File: src/rtl/sdram_arb_pkg.sv
// Shared command encodings, arbiter states and burst lengths for the SDRAM arbiter.
// No logic; types and constants only.
// Imported by sdram_arbiter and its testbench-facing sub-blocks.
package sdram_arb_pkg;

  localparam logic [1:0] CMD_NOP   = 2'b00;
  localparam logic [1:0] CMD_WR256 = 2'b01;
  localparam logic [1:0] CMD_RD32  = 2'b10;
  localparam logic [1:0] CMD_RD256 = 2'b11;

  localparam int VID_BEATS   = 16;
  localparam int CACHE_BEATS = 128;

  typedef enum logic [1:0] {
    IDLE       = 2'd0,
    CMD        = 2'd1,
    XFER_VID   = 2'd2,
    XFER_CACHE = 2'd3
  } state_e;

endpackage

File: src/rtl/vq_packer.sv
// Packs pairs of 16-bit SDRAM read beats into 32-bit video queue words.
// Latency: word and strobe appear one cycle after the odd beat.
// Backpressure: none; the video queue must accept every strobe.
module vq_packer (
  input  logic        clk,
  input  logic        rst,
  input  logic        beat_vld,
  input  logic        beat_odd,
  input  logic [15:0] beat_dat,
  output logic [31:0] vq_data,
  output logic        vq_wren
);

  logic [15:0] low;

  always_ff @(posedge clk or posedge rst) begin
    if (rst) begin
      low     <= '0;
      vq_data <= '0;
      vq_wren <= 1'b0;
    end else begin
      vq_wren <= beat_vld && beat_odd;
      if (beat_vld && !beat_odd)
        low <= beat_dat;
      if (beat_vld && beat_odd)
        vq_data <= {beat_dat, low};
    end
  end

endmodule

File: src/rtl/sdram_arbiter.sv
// Arbitrates video refill, cache write-back and cache fill onto one SDRAM command port.
// Latency: grant one cycle after IDLE sees a request; command held until acknowledged.
// Backpressure: sys_cmd is held until sys_cmd_ack matches; data beats are never stalled.
module sdram_arbiter
  import sdram_arb_pkg::*;
#(
  parameter int VID_LAST   = 19199,
  parameter int VID_STREAK = 2
) (
  input  logic        clk,
  input  logic        rst,
  input  logic        vid_low,
  input  logic        cache_wr,
  input  logic        cache_rd,
  input  logic [17:0] waddr,
  input  logic [16:0] line_addr,
  output logic [1:0]  sys_cmd,
  output logic [22:0] sys_addr,
  input  logic [1:0]  sys_cmd_ack,
  input  logic        sys_rd_data_valid,
  input  logic        sys_wr_data_valid,
  input  logic [15:0] sys_dout,
  output logic [31:0] vq_data,
  output logic        vq_wren,
  output logic        cache_write_data,
  output logic        cache_read_data,
  output logic [18:0] vidadr
);

  localparam logic [7:0]  STREAK_MAX = 8'(VID_STREAK);
  localparam logic [6:0]  VID_LAST_BEAT   = 7'(VID_BEATS - 1);
  localparam logic [6:0]  CACHE_LAST_BEAT = 7'(CACHE_BEATS - 1);
  localparam logic [18:0] VIDADR_LAST = 19'(VID_LAST);

  state_e      state, state_n;
  logic [1:0]  sys_cmd_n;
  logic [1:0]  cur_cmd, cur_cmd_n;
  logic [6:0]  beat, beat_n;
  logic [7:0]  streak, streak_n;
  logic [18:0] vidadr_n;
  logic        cache_req;
  logic        xfer_vld;

  // waddr[17] lies outside the 8M-word SDRAM window.
  logic unused_waddr_msb;
  assign unused_waddr_msb = waddr[17];

  assign cache_req = cache_wr | cache_rd;
  assign xfer_vld  = (cur_cmd == CMD_WR256) ? sys_wr_data_valid : sys_rd_data_valid;

  always_ff @(posedge clk or posedge rst) begin
    if (rst) begin
      state   <= IDLE;
      sys_cmd <= CMD_NOP;
      cur_cmd <= CMD_NOP;
      beat    <= '0;
      streak  <= '0;
      vidadr  <= '0;
    end else begin
      state   <= state_n;
      sys_cmd <= sys_cmd_n;
      cur_cmd <= cur_cmd_n;
      beat    <= beat_n;
      streak  <= streak_n;
      vidadr  <= vidadr_n;
    end
  end

  always_comb begin
    state_n   = state;
    sys_cmd_n = sys_cmd;
    cur_cmd_n = cur_cmd;
    beat_n    = beat;
    streak_n  = streak;
    vidadr_n  = vidadr;
    case (state)
      IDLE: begin
        // A cache request that has waited out the video streak beats video.
        if (cache_req && (!vid_low || streak == STREAK_MAX)) begin
          sys_cmd_n = cache_wr ? CMD_WR256 : CMD_RD256;
          streak_n  = '0;
          state_n   = CMD;
        end else if (vid_low) begin
          sys_cmd_n = CMD_RD32;
          if (cache_req && streak != STREAK_MAX)
            streak_n = streak + 8'd1;
          state_n = CMD;
        end
      end
      CMD: begin
        if (sys_cmd_ack == sys_cmd) begin
          sys_cmd_n = CMD_NOP;
          cur_cmd_n = sys_cmd;
          beat_n    = '0;
          if (sys_cmd == CMD_RD32) begin
            state_n  = XFER_VID;
            vidadr_n = (vidadr == VIDADR_LAST) ? '0 : vidadr + 19'd1;
          end else begin
            state_n = XFER_CACHE;
          end
        end
      end
      XFER_VID: begin
        if (sys_rd_data_valid) begin
          beat_n = beat + 7'd1;
          if (beat == VID_LAST_BEAT) begin
            beat_n  = '0;
            state_n = IDLE;
          end
        end
      end
      XFER_CACHE: begin
        if (xfer_vld) begin
          beat_n = beat + 7'd1;
          if (beat == CACHE_LAST_BEAT) begin
            beat_n  = '0;
            state_n = IDLE;
          end
        end
      end
      default: state_n = IDLE;
    endcase
  end

  always_comb begin
    case (sys_cmd)
      CMD_WR256: sys_addr = {waddr[16:0], 6'b0};
      CMD_RD32:  sys_addr = {1'b1, vidadr, 3'b0};
      CMD_RD256: sys_addr = {line_addr, 6'b0};
      default:   sys_addr = '0;
    endcase
  end

  assign cache_write_data = (state == XFER_CACHE) && (cur_cmd == CMD_RD256) && sys_rd_data_valid;
  assign cache_read_data  = (state == XFER_CACHE) && (cur_cmd == CMD_WR256) && sys_wr_data_valid;

  vq_packer u_vq_packer (
    .clk      (clk),
    .rst      (rst),
    .beat_vld (state == XFER_VID && sys_rd_data_valid),
    .beat_odd (beat[0]),
    .beat_dat (sys_dout),
    .vq_data  (vq_data),
    .vq_wren  (vq_wren)
  );

endmodule

File: config.mk
export PLATFORM = sky130hd
export DESIGN_NAME = sdram_arbiter
export DESIGN_NICKNAME = d
export VERILOG_FILES = /design/src/rtl/sdram_arb_pkg.sv /design/src/rtl/vq_packer.sv /design/src/rtl/sdram_arbiter.sv
export SDC_FILE = /design/constraint.sdc
export NUM_CORES = 1
export LEC_CHECK = 0
export CAP_MARGIN = 25
export CORE_MARGIN = 4
export CORE_UTILIZATION = 40
export CTS_BUF_LIST = sky130_fd_sc_hd__clkbuf_8
export DETAILED_ROUTE_END_ITERATION = 8
export PLACE_DENSITY = 0.7
export REMOVE_ABC_BUFFERS = 1
export SYNTH_ARGS = -nofsm -noshare
export SYNTH_HDL_FRONTEND = slang
export SYNTH_SLANG_ARGS = --single-unit
export TNS_END_PERCENT = 10
File: constraint.sdc
create_clock -name clk -period 3.3 [get_ports clk]
set_clock_uncertainty 0.2 [all_clocks]
set_input_delay 0.495 -clock clk [delete_from_list [all_inputs] [get_ports clk]]
set_output_delay 0.495 -clock clk [all_outputs]
set_load 0.1 [all_outputs]
==> flow_metrics.py, run 1 <==
metrics = {
    "cells_and_area": {
        "antenna_cells": 0,
        "area_delta_synth_final_pct": 38.6,
        "layout_common_cells": "89 x dfrtp_1, 65 x buf_4, 58 x mux2_2, 58 x clkdlybuf4s50_1, 31 x nand2_1",
        "drive_above_1_share_pct": 30.8,
        "layout_commonest_cell": "dfrtp_1",
        "fillers": 906,
        "nets": 594,
        "postLayoutCellArea_mm2": 0.00616,
        "utilization_pct": 56.8,
        "fin_cells": 675,
    },
    "setup_path": {
        "cp.required_ns": 2.60,
        "reg2reg_from": "state[0]$_DFFE_PP0P_",
        "endpoint": "sys_addr[18]",
        "worstSetupPathType": "flop to output port",
        "end_kind": "output port",
        "max_stage_delay_ns": 0.81,
        "r2r_setup_slack_ns": 0.86,
        "cp_num_cells": 4,
        "path_max_fanout": 20,
        "cp-start-kind": "flop",
        "critPathTopFamily": "flip-flops",
        "r2r_cells": 4,
        "crit_arrival_ns": 2.21,
        "crit_start": "sys_cmd[0]$_DFFE_PP0P_",
        "crit_buf_inv": 2,
        "critPathSlowestCell": "dfrtp_1",
        "r2r-end": "vidadr[14]$_DFFE_PP0P_",
        "worstPathCellList": "buf_4 -> mux2_2 -> a22o_1 -> buf_12",
    },
    "power": {
        "p_leak_nw": 2.82,
        "ir_drop_uv": 921,
        "powerDensity_mw_per_mm2": 1040,
    },
    "place": {
        "routabilityCongestion": 0.845,
        "dpl_cell_area_mm2": 0.00594,
        "hpwlAfterDp_mm": 8.03,
        "port_buffers": 134,
        "place_ws_ns": 0.781,
        "place_inst": 659,
    },
    "logic_synthesis": {
        "syn_avg_cell_area_um2": 11.2,
        "seq_area_frac_synth_pct": 50.1,
        "ys_seq_elements": 89,
        "synth_area_leaders": "dfrtp_1 50%, mux2_2 15%, a22o_1 3.4%, nand2_1 2.6%, o21ai_0 2.1%",
        "synthCells": 395,
        "syn_area_mm2": 0.00444,
        "synth_enable_flop_cells": 0,
        "ys_types": 51,
        "yosys_warnings": 0,
        "async_reset_ff_share_pct": 100,
        "synth-main-ff-cell": "dfrtp_1",
        "synth_area_leader_cell": "dfrtp_1",
        "synth.top_cell.area_share_pct": 50.1,
    },
    "cts": {
        "cts_buffers": 9,
        "post_cts_resized": 0,
        "cts_root_buf": "clkbuf_8",
        "post-cts-setup-buffers": 0,
        "clk_transition_reported_paths_ns": 0.10,
        "cts_max_level": 3,
        "cts_hold_buf": 0,
        "cts_tree": "built",
        "clockBufferDepth": 2,
        "clock_sinks": 89,
        "clk_latency_ns": 0.37,
    },
    "timing": {
        "setup_viol": 0,
        "hold_viol": 0,
        "fin_crit_sh_pct": 88.0,
        "rsz0062_at_grt": "no",
        "worstMarginPinSlew_ns": 0.846,
        "fin_crit_ns": 2.90,
        "slew_violations": 0,
        "setup_ws_ns": 0.396,
        "whs_ns": 0.297,
        "max_slew_margin_pct": 43.6,
        "max_freq_mhz": 344,
    },
    "floorplanning": {
        "die_area_mm2": 0.0129,
        "die_height_um": 113,
        "start_util_pct": 41.0,
        "die_width_um": 113,
        "rows": 38,
        "io_pins": 139,
        "core_area_mm2": 0.0108,
    },
    "grt": {
        "grt_first_pass_wirelength_mm": 18.2,
        "grt_max_degree": 51,
        "grt_pass1_vias": 3782,
        "gr-total-overflow": 0,
        "antenna_found_initial": 0,
        "grtUsageTotal_pct": 17.4,
    },
    "run": {
        "max-cap-violations": 0,
    },
    "route": {
        "drt-pass1-iter-count": 4,
        "drtIter0Drc": 178,
        "wl_per_cell_um": 16.0,
        "route.detailed.drc": 0,
        "viasPerCell": 5.32,
        "ant_nets": 0,
        "routed_wl_mm": 10.8,
        "via_count": 3588,
    },
    "worst_hold_path": {
        "hp-class": "flop to flop",
    },
    "run_status": {
        "status": "complete, no violations",
    },
}
==> per-layer routing <==
metal | track usage [%] | share of wire (%) | vias up
li1 | - | - | 1716
met1 | 21.5 | 43 | 1733
met2 | 28.9 | 48 | 129
met3 | 6.31 | 8.0 | 10
met4 | 4.97 | 1.2 | 0
met5 | 0 | 0 | -
==> per-stage QoR <==
| step | power [W] | TNS, ns |
|---|---|---|
| 2_1_floorplan | 0.00458 | -5.98 |
| 3_3_place_gp | 0.00555 | 0 |
| 3_5_place_dp | 0.00562 | 0 |
| 4_1_cts | 0.00643 | 0 |
| 5_1_grt | 0.00669 | 0 |
| 6_report | 0.00639 | 0 |
==> where the power goes <==
part           internal [W]  switching [W]  leakage (nW)
registers           0.00145       0.000321          1.15
logic               0.00109        0.00271          1.56
clock network      0.000387       0.000428         0.110
==> Yosys cell counts (4+ instances only) <==
cell type	instances
a21oi_1	10
a22o_1	17
and2_1	5
buf_2	6
clkbuf_1	8
dfrtp_1	89
ha_1	4
inv_1	15
mux2_2	58
nand2_1	31
nand2b_1	5
nand3_1	14
nand4_1	9
nor2_1	14
nor3_1	8
nor4b_1	4
o21ai_0	19
o31ai_1	5
or4_1	6
xnor2_1	6
xor2_1	9
==> area by class of cell <==
cell class	instances	area [um^2]	area share (%)
multi-input combinational	275	2070	33.7
tap	140	175	2.85
sequential	89	2230	36.2
timing repair buffer	140	1410	22.9
clock inverter	6	76.3	1.24
inverter	15	57.6	0.935
clock buffer	10	138	2.24
==> logic make-up after synthesis <==
family                   Yosys count  share of synthesized area [%]
AO/OA/AOI/OAI                     69                           10.5
other                              1                         0.0844
AND/OR/NAND/NOR                  122                           16.2
flip-flops                        89                           50.1
XOR/XNOR                          15                           2.96
multiplexers                      62                           15.7
buffers and inverters             33                           3.38
adder cells (fa/ha/maj)            4                           1.13
==> worst min path at each step <==
stage                                        start                            endpoint  slack, ns  cells past startpoint
finish              u_vq_packer.low[5]$_DFFE_PP0P_      u_vq_packer.low[5]$_DFFE_PP0P_       0.30                      1
global route        u_vq_packer.low[6]$_DFFE_PP0P_  u_vq_packer.vq_data[6]$_DFFE_PP0P_       0.32                      1
CTS                 u_vq_packer.low[5]$_DFFE_PP0P_      u_vq_packer.low[5]$_DFFE_PP0P_       0.30                      1
detailed placement  u_vq_packer.low[5]$_DFFE_PP0P_      u_vq_packer.low[5]$_DFFE_PP0P_       0.28                      1
global placement    u_vq_packer.low[5]$_DFFE_PP0P_      u_vq_packer.low[5]$_DFFE_PP0P_       0.27                      1
floorplan           u_vq_packer.low[5]$_DFFE_PP0P_      u_vq_packer.low[5]$_DFFE_PP0P_       0.25                      1
==> flip-flops by register name (all words and copies together) (netlist names) <==
| signal | cells |
|---|---|
| sys_cmd | 2 |
| beat | 7 |
| cur_cmd | 2 |
| state | 2 |
| streak | 8 |
| u_vq_packer.vq_data | 32 |
| vidadr | 19 |
| u_vq_packer.vq_wren | 1 |
| u_vq_packer.low | 16 |
(Power assumes the default switching activity.)
==> run 2, diff against run 1 <==
CAP_MARGIN = 20   (was 25)
==> results of run 2 <==
The final DEF is identical to that of run 1; final timing and power are the same.
==> run 3, diff against run 2 <==
CTS_CLUSTER_SIZE = 12   (was default)
==> results of run 3 <==
The final DEF is identical to that of run 1; final timing and power are the same.
